## config.mk

```make
export PLATFORM = sky130hd
export DESIGN_NAME = uart_echo_responder
export DESIGN_NICKNAME = d
export VERILOG_FILES = /design/src/rtl/uart_echo_responder.sv
export SDC_FILE = /design/constraint.sdc
export NUM_CORES = 1
export LEC_CHECK = 0
export ABC_AREA = 1
export CAP_MARGIN = 10
export CORE_MARGIN = 2
export CORE_UTILIZATION = 46
export CTS_CLUSTER_DIAMETER = 120
export DETAILED_ROUTE_END_ITERATION = 10
export PLACE_DENSITY = 0.76
export SLEW_MARGIN = 5
export SYNTH_ARGS = -nofsm -noshare
export SYNTH_HDL_FRONTEND = slang
export SYNTH_SLANG_ARGS = --single-unit
```

## constraint.sdc

```tcl
create_clock -name clk -period 2.2 [get_ports clk]
set_clock_uncertainty 0.2 [all_clocks]
set_input_delay 0.44 -clock clk [delete_from_list [all_inputs] [get_ports clk]]
set_output_delay 0.44 -clock clk [all_outputs]
set_load 0.05 [all_outputs]
```

## src/rtl/uart_echo_responder.sv

```systemverilog
// uart_echo_responder
// Echoes every byte delivered by the UART receiver back through the UART
// transmitter, XORed with XOR_MASK. A small circular FIFO decouples the
// receive and transmit sides so back-to-back bytes survive a busy transmitter.
//
// Ports
//   clk, rstn     : clock, synchronous active-low reset
//   rx_ready      : receiver byte-valid, held until rx_ready_clr is seen
//   rx_data       : received byte, valid while rx_ready is high
//   rx_ready_clr  : clear request back to the receiver (registered)
//   tx_data       : echoed byte, stable from tx_en until the next pop
//   tx_en         : one-cycle start strobe to the transmitter
//   tx_busy       : transmitter busy
//   enable        : 1 = start new echoes, 0 = buffer only
//   ovf_clr       : clears the sticky overflow flag
//   overflow      : sticky, a byte was dropped because the FIFO was full
//   fifo_count    : bytes currently buffered (0..DEPTH)
module uart_echo_responder #(
  parameter int unsigned DEPTH    = 8,
  parameter logic [7:0]  XOR_MASK = 8'h00
) (
  input  logic                     clk,
  input  logic                     rstn,
  input  logic                     rx_ready,
  input  logic [7:0]               rx_data,
  output logic                     rx_ready_clr,
  output logic [7:0]               tx_data,
  output logic                     tx_en,
  input  logic                     tx_busy,
  input  logic                     enable,
  input  logic                     ovf_clr,
  output logic                     overflow,
  output logic [$clog2(DEPTH):0]   fifo_count
);

  localparam int unsigned PTR_W = $clog2(DEPTH);
  localparam int unsigned CNT_W = PTR_W + 1;

  typedef enum logic {
    R_IDLE,
    R_CLR
  } rx_state_e;

  typedef enum logic [1:0] {
    T_IDLE,
    T_WAIT_BUSY,
    T_WAIT_DONE
  } tx_state_e;

  rx_state_e          rx_state_q, rx_state_d;
  tx_state_e          tx_state_q, tx_state_d;
  logic [7:0]         mem_q [DEPTH];
  logic [PTR_W-1:0]   wptr_q, wptr_d;
  logic [PTR_W-1:0]   rptr_q, rptr_d;
  logic [CNT_W-1:0]   count_q, count_d;
  logic               rx_clr_q, rx_clr_d;
  logic               tx_en_q, tx_en_d;
  logic [7:0]         tx_data_q, tx_data_d;
  logic               ovf_q, ovf_d;
  logic               push;
  logic               pop;
  logic               drop;
  logic               full;

  // Next-state logic for both FSMs and the FIFO bookkeeping
  always_comb begin
    rx_state_d = rx_state_q;
    tx_state_d = tx_state_q;
    wptr_d     = wptr_q;
    rptr_d     = rptr_q;
    count_d    = count_q;
    rx_clr_d   = rx_clr_q;
    tx_en_d    = 1'b0;
    tx_data_d  = tx_data_q;
    ovf_d      = ovf_q & ~ovf_clr;
    push       = 1'b0;
    pop        = 1'b0;
    drop       = 1'b0;
    full       = (count_q == CNT_W'(DEPTH));

    // Transmit side: pop the head from the registered count, so a byte
    // pushed this cycle is read one cycle later (no bypass).
    case (tx_state_q)
      T_IDLE: begin
        if (enable && (count_q != '0)) begin
          pop        = 1'b1;
          tx_data_d  = mem_q[rptr_q] ^ XOR_MASK;
          tx_en_d    = 1'b1;
          tx_state_d = T_WAIT_BUSY;
        end
      end
      T_WAIT_BUSY: begin
        if (tx_busy) tx_state_d = T_WAIT_DONE;
      end
      T_WAIT_DONE: begin
        if (!tx_busy) tx_state_d = T_IDLE;
      end
      default: tx_state_d = T_IDLE;
    endcase

    // Receive side: one capture per rx_ready assertion; a pop in the same
    // cycle frees the slot, so a full FIFO still accepts the byte then.
    case (rx_state_q)
      R_IDLE: begin
        if (rx_ready) begin
          if (!full || pop) push = 1'b1;
          else              drop = 1'b1;
          rx_clr_d   = 1'b1;
          rx_state_d = R_CLR;
        end
      end
      R_CLR: begin
        if (!rx_ready) begin
          rx_clr_d   = 1'b0;
          rx_state_d = R_IDLE;
        end
      end
      default: rx_state_d = R_IDLE;
    endcase

    if (push) wptr_d = wptr_q + PTR_W'(1);
    if (pop)  rptr_d = rptr_q + PTR_W'(1);
    count_d = count_q + CNT_W'(push) - CNT_W'(pop);
    if (drop) ovf_d = 1'b1;
  end

  // State, FIFO storage and registered outputs
  always_ff @(posedge clk) begin
    if (!rstn) begin
      rx_state_q <= R_IDLE;
      tx_state_q <= T_IDLE;
      wptr_q     <= '0;
      rptr_q     <= '0;
      count_q    <= '0;
      rx_clr_q   <= 1'b0;
      tx_en_q    <= 1'b0;
      tx_data_q  <= 8'h00;
      ovf_q      <= 1'b0;
    end else begin
      rx_state_q <= rx_state_d;
      tx_state_q <= tx_state_d;
      wptr_q     <= wptr_d;
      rptr_q     <= rptr_d;
      count_q    <= count_d;
      rx_clr_q   <= rx_clr_d;
      tx_en_q    <= tx_en_d;
      tx_data_q  <= tx_data_d;
      ovf_q      <= ovf_d;
      if (push) mem_q[wptr_q] <= rx_data;
    end
  end

  assign rx_ready_clr = rx_clr_q;
  assign tx_en        = tx_en_q;
  assign tx_data      = tx_data_q;
  assign overflow     = ovf_q;
  assign fifo_count   = count_q;

endmodule

```

# Yosys cells after proc, flatten, opt, wreduce, memory -nomap -nowiden
# Memory sizes are Yosys's and may differ from the RTL's. A register that Yosys moved wholly into a read port is not among the register bits.
# Cells that the tools add are included.
[word_totals]
mem_count = 1
regBits = 16
wordCells = 53
input_bits = 14
mem_bits_rw = 64
out_inout_bits = 15
[classes]
n_eq_ne = 8
reduce_logical = 9
bitwise = 3
mux = 20
add_sub_neg = 4
[memory_table]
columns = ["memory", "depth", "width", "rd", "rd_clocked_by_memory_dff", "wr", "line_no", "text"]
rows = [
  ["mem_q", 8, 8, 1, 1, 1, "52", "logic [7:0] mem_q [DEPTH];"],
]
[op_table]
columns = ["cell", "n"]
rows = [
  ["1-bit 2-to-1 mux", 15],
  ["2-bit inequality test (second input constant)", 5],
  ["3-bit by 1-bit adder with 3-bit output (second input constant)", 2],
  ["2-bit 2-to-1 mux", 3],
  ["2-bit case mux with 3 select lines", 1],
  ["4-bit by 1-bit adder with 4-bit output", 1],
  ["4-bit == test (second input constant)", 1],
  ["2-bit AND reduction", 2],
  ["4-bit nonzero test", 1],
  ["4-bit by 1-bit subtractor with 4-bit output", 1],
  ["3-bit AND reduction", 1],
  ["2-bit by 1-bit == test with 1-bit output (second input constant)", 1],
  ["2-bit == test (second input constant)", 1],
  ["1-bit logical NOT", 2],
  ["2-bit logical NOT", 1],
  ["1-bit NOT", 2],
  ["1-bit case mux with 2 select lines", 1],
  ["1-bit AND", 1],
  ["1-bit logical AND", 1],
  ["1-bit logical OR", 1],
]

# Depth between registers and ports, before layout
[logic_depth]
word_depth = 11
mapped_depth = 14
ltp_nobuf = 14

# Worst setup path before layout
# No wires, ideal clock.
[synth_path]
path_kind = "reg2reg"
from = "register count_q[2], in the netlist fifo_count[2]"
to = "register count_q[2], in the netlist fifo_count[2]"
n_path_buf = 0
setup_time_ns = 0.120
t_required_ns = 1.880
setup_slack_ns = -0.506
arrival_ns = 2.385
period_less_slack_ns = 2.706
path_stages_with_launch = 12
path_cell_list = "dfxtp_1 > inv_1 > ha_1 > nor3b_2 > nand2_2 > nand2_2 > ha_1 > inv_1 > ha_1 > fa_1 > xnor2_1 > nor2_1"
[synth_between]
elab_chain_cells = 10
elab_cells_between_ends = 12
classes_between = "add/sub: 2; eq/ne: 1; mux: 5; reduce/logical: 4"
[synth_rtl]
columns = ["item", "line_no", "text"]
rows = [
  ["start, declared", "55", "logic [CNT_W-1:0] count_q, count_d;"],
  ["start signal, assigned", "144", "count_q <= count_d;"],
  ["4-bit nonzero test", "85", "if (enable && (count_q != '0)) begin"],
  ["1-bit logical AND", "85", ""],
  ["1-bit 2-to-1 mux", "85", ""],
  ["1-bit 2-to-1 mux", "83", "case (tx_state_q)"],
  ["1-bit logical OR", "106", "if (!full || pop) push = 1'b1;"],
  ["1-bit 2-to-1 mux", "106", ""],
  ["1-bit 2-to-1 mux", "105", "if (rx_ready) begin"],
  ["1-bit 2-to-1 mux", "103", "case (rx_state_q)"],
  ["4-bit by 1-bit adder with 4-bit output", "123", "count_d = count_q + CNT_W'(push) - CNT_W'(pop);"],
  ["4-bit by 1-bit subtractor with 4-bit output (*)", "123", ""],
]
# Every way passes the cells marked *; elsewhere a longest branch is shown, timed or not.
# A chain may end at the register's enable or synchronous reset.

# Worst setup path in the final report
[layout_path]
from = "register count_q[3], in the netlist fifo_count[3]"
to = "register count_q[1], in the netlist fifo_count[1]"
[layout_between]
elab_chain_cells = 10
elab_cells_between_ends = 12
classes_between = "add/sub: 2; eq/ne: 1; mux: 5; reduce/logical: 4"
[layout_rtl]
columns = ["item", "line_no"]
rows = [
  ["4-bit nonzero test", "85"],
  ["1-bit logical AND", "85"],
  ["1-bit 2-to-1 mux", "85"],
  ["1-bit 2-to-1 mux", "83"],
  ["1-bit logical OR", "106"],
  ["1-bit 2-to-1 mux", "106"],
  ["1-bit 2-to-1 mux", "105"],
  ["1-bit 2-to-1 mux", "103"],
  ["4-bit by 1-bit adder with 4-bit output", "123"],
  ["4-bit by 1-bit subtractor with 4-bit output (*)", "123"],
  ["named net count_d[1]", "55"],
]
# Mark *: on every way through the listed nets, which the timed path passes. The rest lies on a longest branch.

==> results.sh <==
export IMPL_netlist_area_um2=3920
export IMPL_drt_pre_antenna_iters=6
export IMPL_syn_nets=411
export IMPL_n_antenna_cell=0
export IMPL_grt_max_degree=35
export IMPL_placedCellCount=535
export IMPL_vias_per_cell=4.94
export IMPL_final_cells=556
export IMPL_crit_start="fifo_count[3]"
export IMPL_final_core_util_pct=58.2
export IMPL_worstPathRequired_ns=2.30
export IMPL_timing_rr_start="fifo_count[3]"
export IMPL_ys_warn_count=0
export IMPL_worstHoldStart="tx_data[4]"
export IMPL_finalMaxSlewViolations=0
export IMPL_hold_end="tx_data[4]"
export IMPL_drive_gt1_share_pct=21.1
export IMPL_clock_sinks=88
export IMPL_r2r_cells=12
export IMPL_rsz0062_at_grt="true"
export IMPL_critPathCaptureType="register"
export IMPL_syn_avg_cell_area_um2=10.1
export IMPL_most_common_layout_cells="100 x nand2_1, 64 x edfxtp_1, 59 x inv_1"
export IMPL_cts_tree="yes"
export IMPL_port_buffers=28
export IMPL_post_route_period_util_pct=99.3
export IMPL_hold_buffers=0
export IMPL_via_count=2744
export IMPL_final_common_cell="nand2_1"
export IMPL_ys_seq_area_share_pct=61.4
export IMPL_worst_slew_pin_slew_ns=0.501
export IMPL_antenna_found_initial=0
export IMPL_p_per_area_nw_per_um2=1110
export IMPL_p_total_mw=5.33
export IMPL_drtIter0Drc=162
export IMPL_clock_latency_ns=0.35
export IMPL_period_minus_slack_ns=2.18
export IMPL_grt_use_total_pct=18.4
export IMPL_cts_root_buf="clkbuf_8"
export IMPL_r2r_setup_slack_ns=0.02
export IMPL_overflow=0
export IMPL_grt_pass1_wl_um=12400
export IMPL_finalSetupViolCount=0
export IMPL_hold_depth=2
export IMPL_grt_pass1_vias=2613
export IMPL_dieArea_um2=9270
export IMPL_design_core_area_um2=8220
export IMPL_nets=469
export IMPL_cts_max_level=3
export IMPL_synth_cells=388
export IMPL_hold_slack_ns=0.268
export IMPL_syn_to_final_growth_pct=22.2
export IMPL_die_width_um=96.3
export IMPL_p_leak_nw=2.08
export IMPL_maxCapViolations=0
export IMPL_ys_types=31
export IMPL_start_kind="register"
export IMPL_ir_worst_vdd_mv=0.426
export IMPL_clk_pin_slew_ns=0.08
export IMPL_hpwl_um=5040
export IMPL_io_pins=29
export IMPL_clock_path_buffers=2
export IMPL_hold_violations=0
export IMPL_cp_max_fo=3
export IMPL_drt_wl_total_um=7890
export IMPL_die_height_um=96.3
export IMPL_slew_headroom_pct=66.5
export IMPL_avgRoutedWirePerCell_um=14.2
export IMPL_postRouteAntennaNets=0
export IMPL_start_util_pct=47.6
export IMPL_place_gp_congestion=0.803
export IMPL_path_class="reg -> reg"
export IMPL_crit_reg2reg_capture="fifo_count[1]"
export IMPL_rows=33
export IMPL_status="completed"
export IMPL_cts_buffers=9
export IMPL_yosys_register_bits=88
export IMPL_drc=0
export IMPL_arrival_ns=2.28
export IMPL_holdCritPathClass="reg -> reg"
export IMPL_fmax_mhz=458
## how the worst max path moves through the flow
stage,depth (start not counted),slack (ns),end
5_1_grt,12,-0.06,fifo_count[1]
3_5_place_dp,11,-0.48,fifo_count[2]
6_report,12,0.02,fifo_count[1]
4_1_cts,1,0.003,tx_data[3]
2_1_floorplan,11,-0.1,fifo_count[1]
3_3_place_gp,11,-0.42,fifo_count[1]
## cells by family (layout without fill, tap and decap cells)
kind of cell	Yosys count	after routing	share of synthesized area (%)
simple gates	185	185	21.4
xor+xnor	2	2	0.448
buf+inv	82	145	9.94
compound gates	22	22	3.77
fa+ha+maj	9	9	3.07
flops	88	88	61.4
## synth_stat cells (all sizes together)
library cell  instances  share of area [%]
nand2               109                 12
inv                  66                6.5
edfxtp               64                 49
nand3                53                6.8
dfxtp                24                 12
a21oi                15                2.6
nor2                 15                1.4
buf                  14                3.3
ha                    8                2.6
nor3                  5               0.77
o21ai                 4               0.51
nor3b                 2               0.64
a21o                  1               0.19
a31oi                 1               0.16
clkbuf                1              0.096
clkinv                1               0.13
fa                    1               0.51
nand3b                1               0.19
o22ai                 1               0.32
xnor2                 1               0.22
xor2                  1               0.22
## per-stage QoR
step / setup TNS (ns) / cell area, um2 / setup WS, ns
2_1_floorplan: -0.179 / 3970 / -0.0976
3_3_place_gp: -12.64 / 4450 / -0.415
3_5_place_dp: -16.47 / 4450 / -0.481
4_1_cts: 0 / 4720 / 0.00268
5_1_grt: -0.110 / 4780 / -0.0561
6_report: 0 / 4780 / 0.0161
## final cells by class
| class | count | area, um2 |
|---|---|---|
| fill | 684 | 3430 |
| sequential | 88 | 2410 |
| multi-input combinational | 218 | 1240 |
| timing repair buffer | 62 | 527 |
| inverter | 67 | 265 |
| clock buffer | 12 | 135 |
| tap | 105 | 131 |
| clock inverter | 4 | 71.3 |
## where the power goes
part | internal (mW) | switching (mW)
clock network | 0.638 | 0.532
registers | 1.93 | 0.118
logic | 0.824 | 1.28
## timing repair
| action | 4_1_cts | 5_1_grt |
|---|---|---|
| setup endpoints to repair | 4 | 14 |
| setup buffers | 4 | 1 |
| pin swaps | 8 | 14 |
| gates resized for setup | 8 | 14 |
## layer usage
layer | part of all wire (%) | routed length [um] | vias up | GRT usage, %
met2 | 49 | 3840 | 88 | 29.2
met4 | 2.9 | 226 | 0 | 10.2
li1 | - | - | 1365 | -
met5 | 0 | 0 | - | 0
met1 | 41 | 3250 | 1270 | 22.8
met3 | 7.3 | 579 | 21 | 4.86
## critical path, stage by stage (launching register included)
cell     delay (ns)
dfxtp_4        0.38
inv_4          0.04
ha_4           0.15
nand2_4        0.05
nand2_4        0.07
nand2_4        0.09
nand2_4        0.06
ha_4           0.28
inv_4          0.03
ha_4           0.15
fa_2           0.52
nand2_1        0.05
inv_1          0.04
## flip-flops by register name, indices dropped and copies added, names as in the netlist
signal	count
fifo_count	4
rptr_q	3
mem_q	64
tx_state_q	2
rx_state_q	1
rx_ready_clr	1
tx_data	8
wptr_q	3
tx_en	1
overflow	1
No activity file was read; power rests on OpenSTA's default activity.
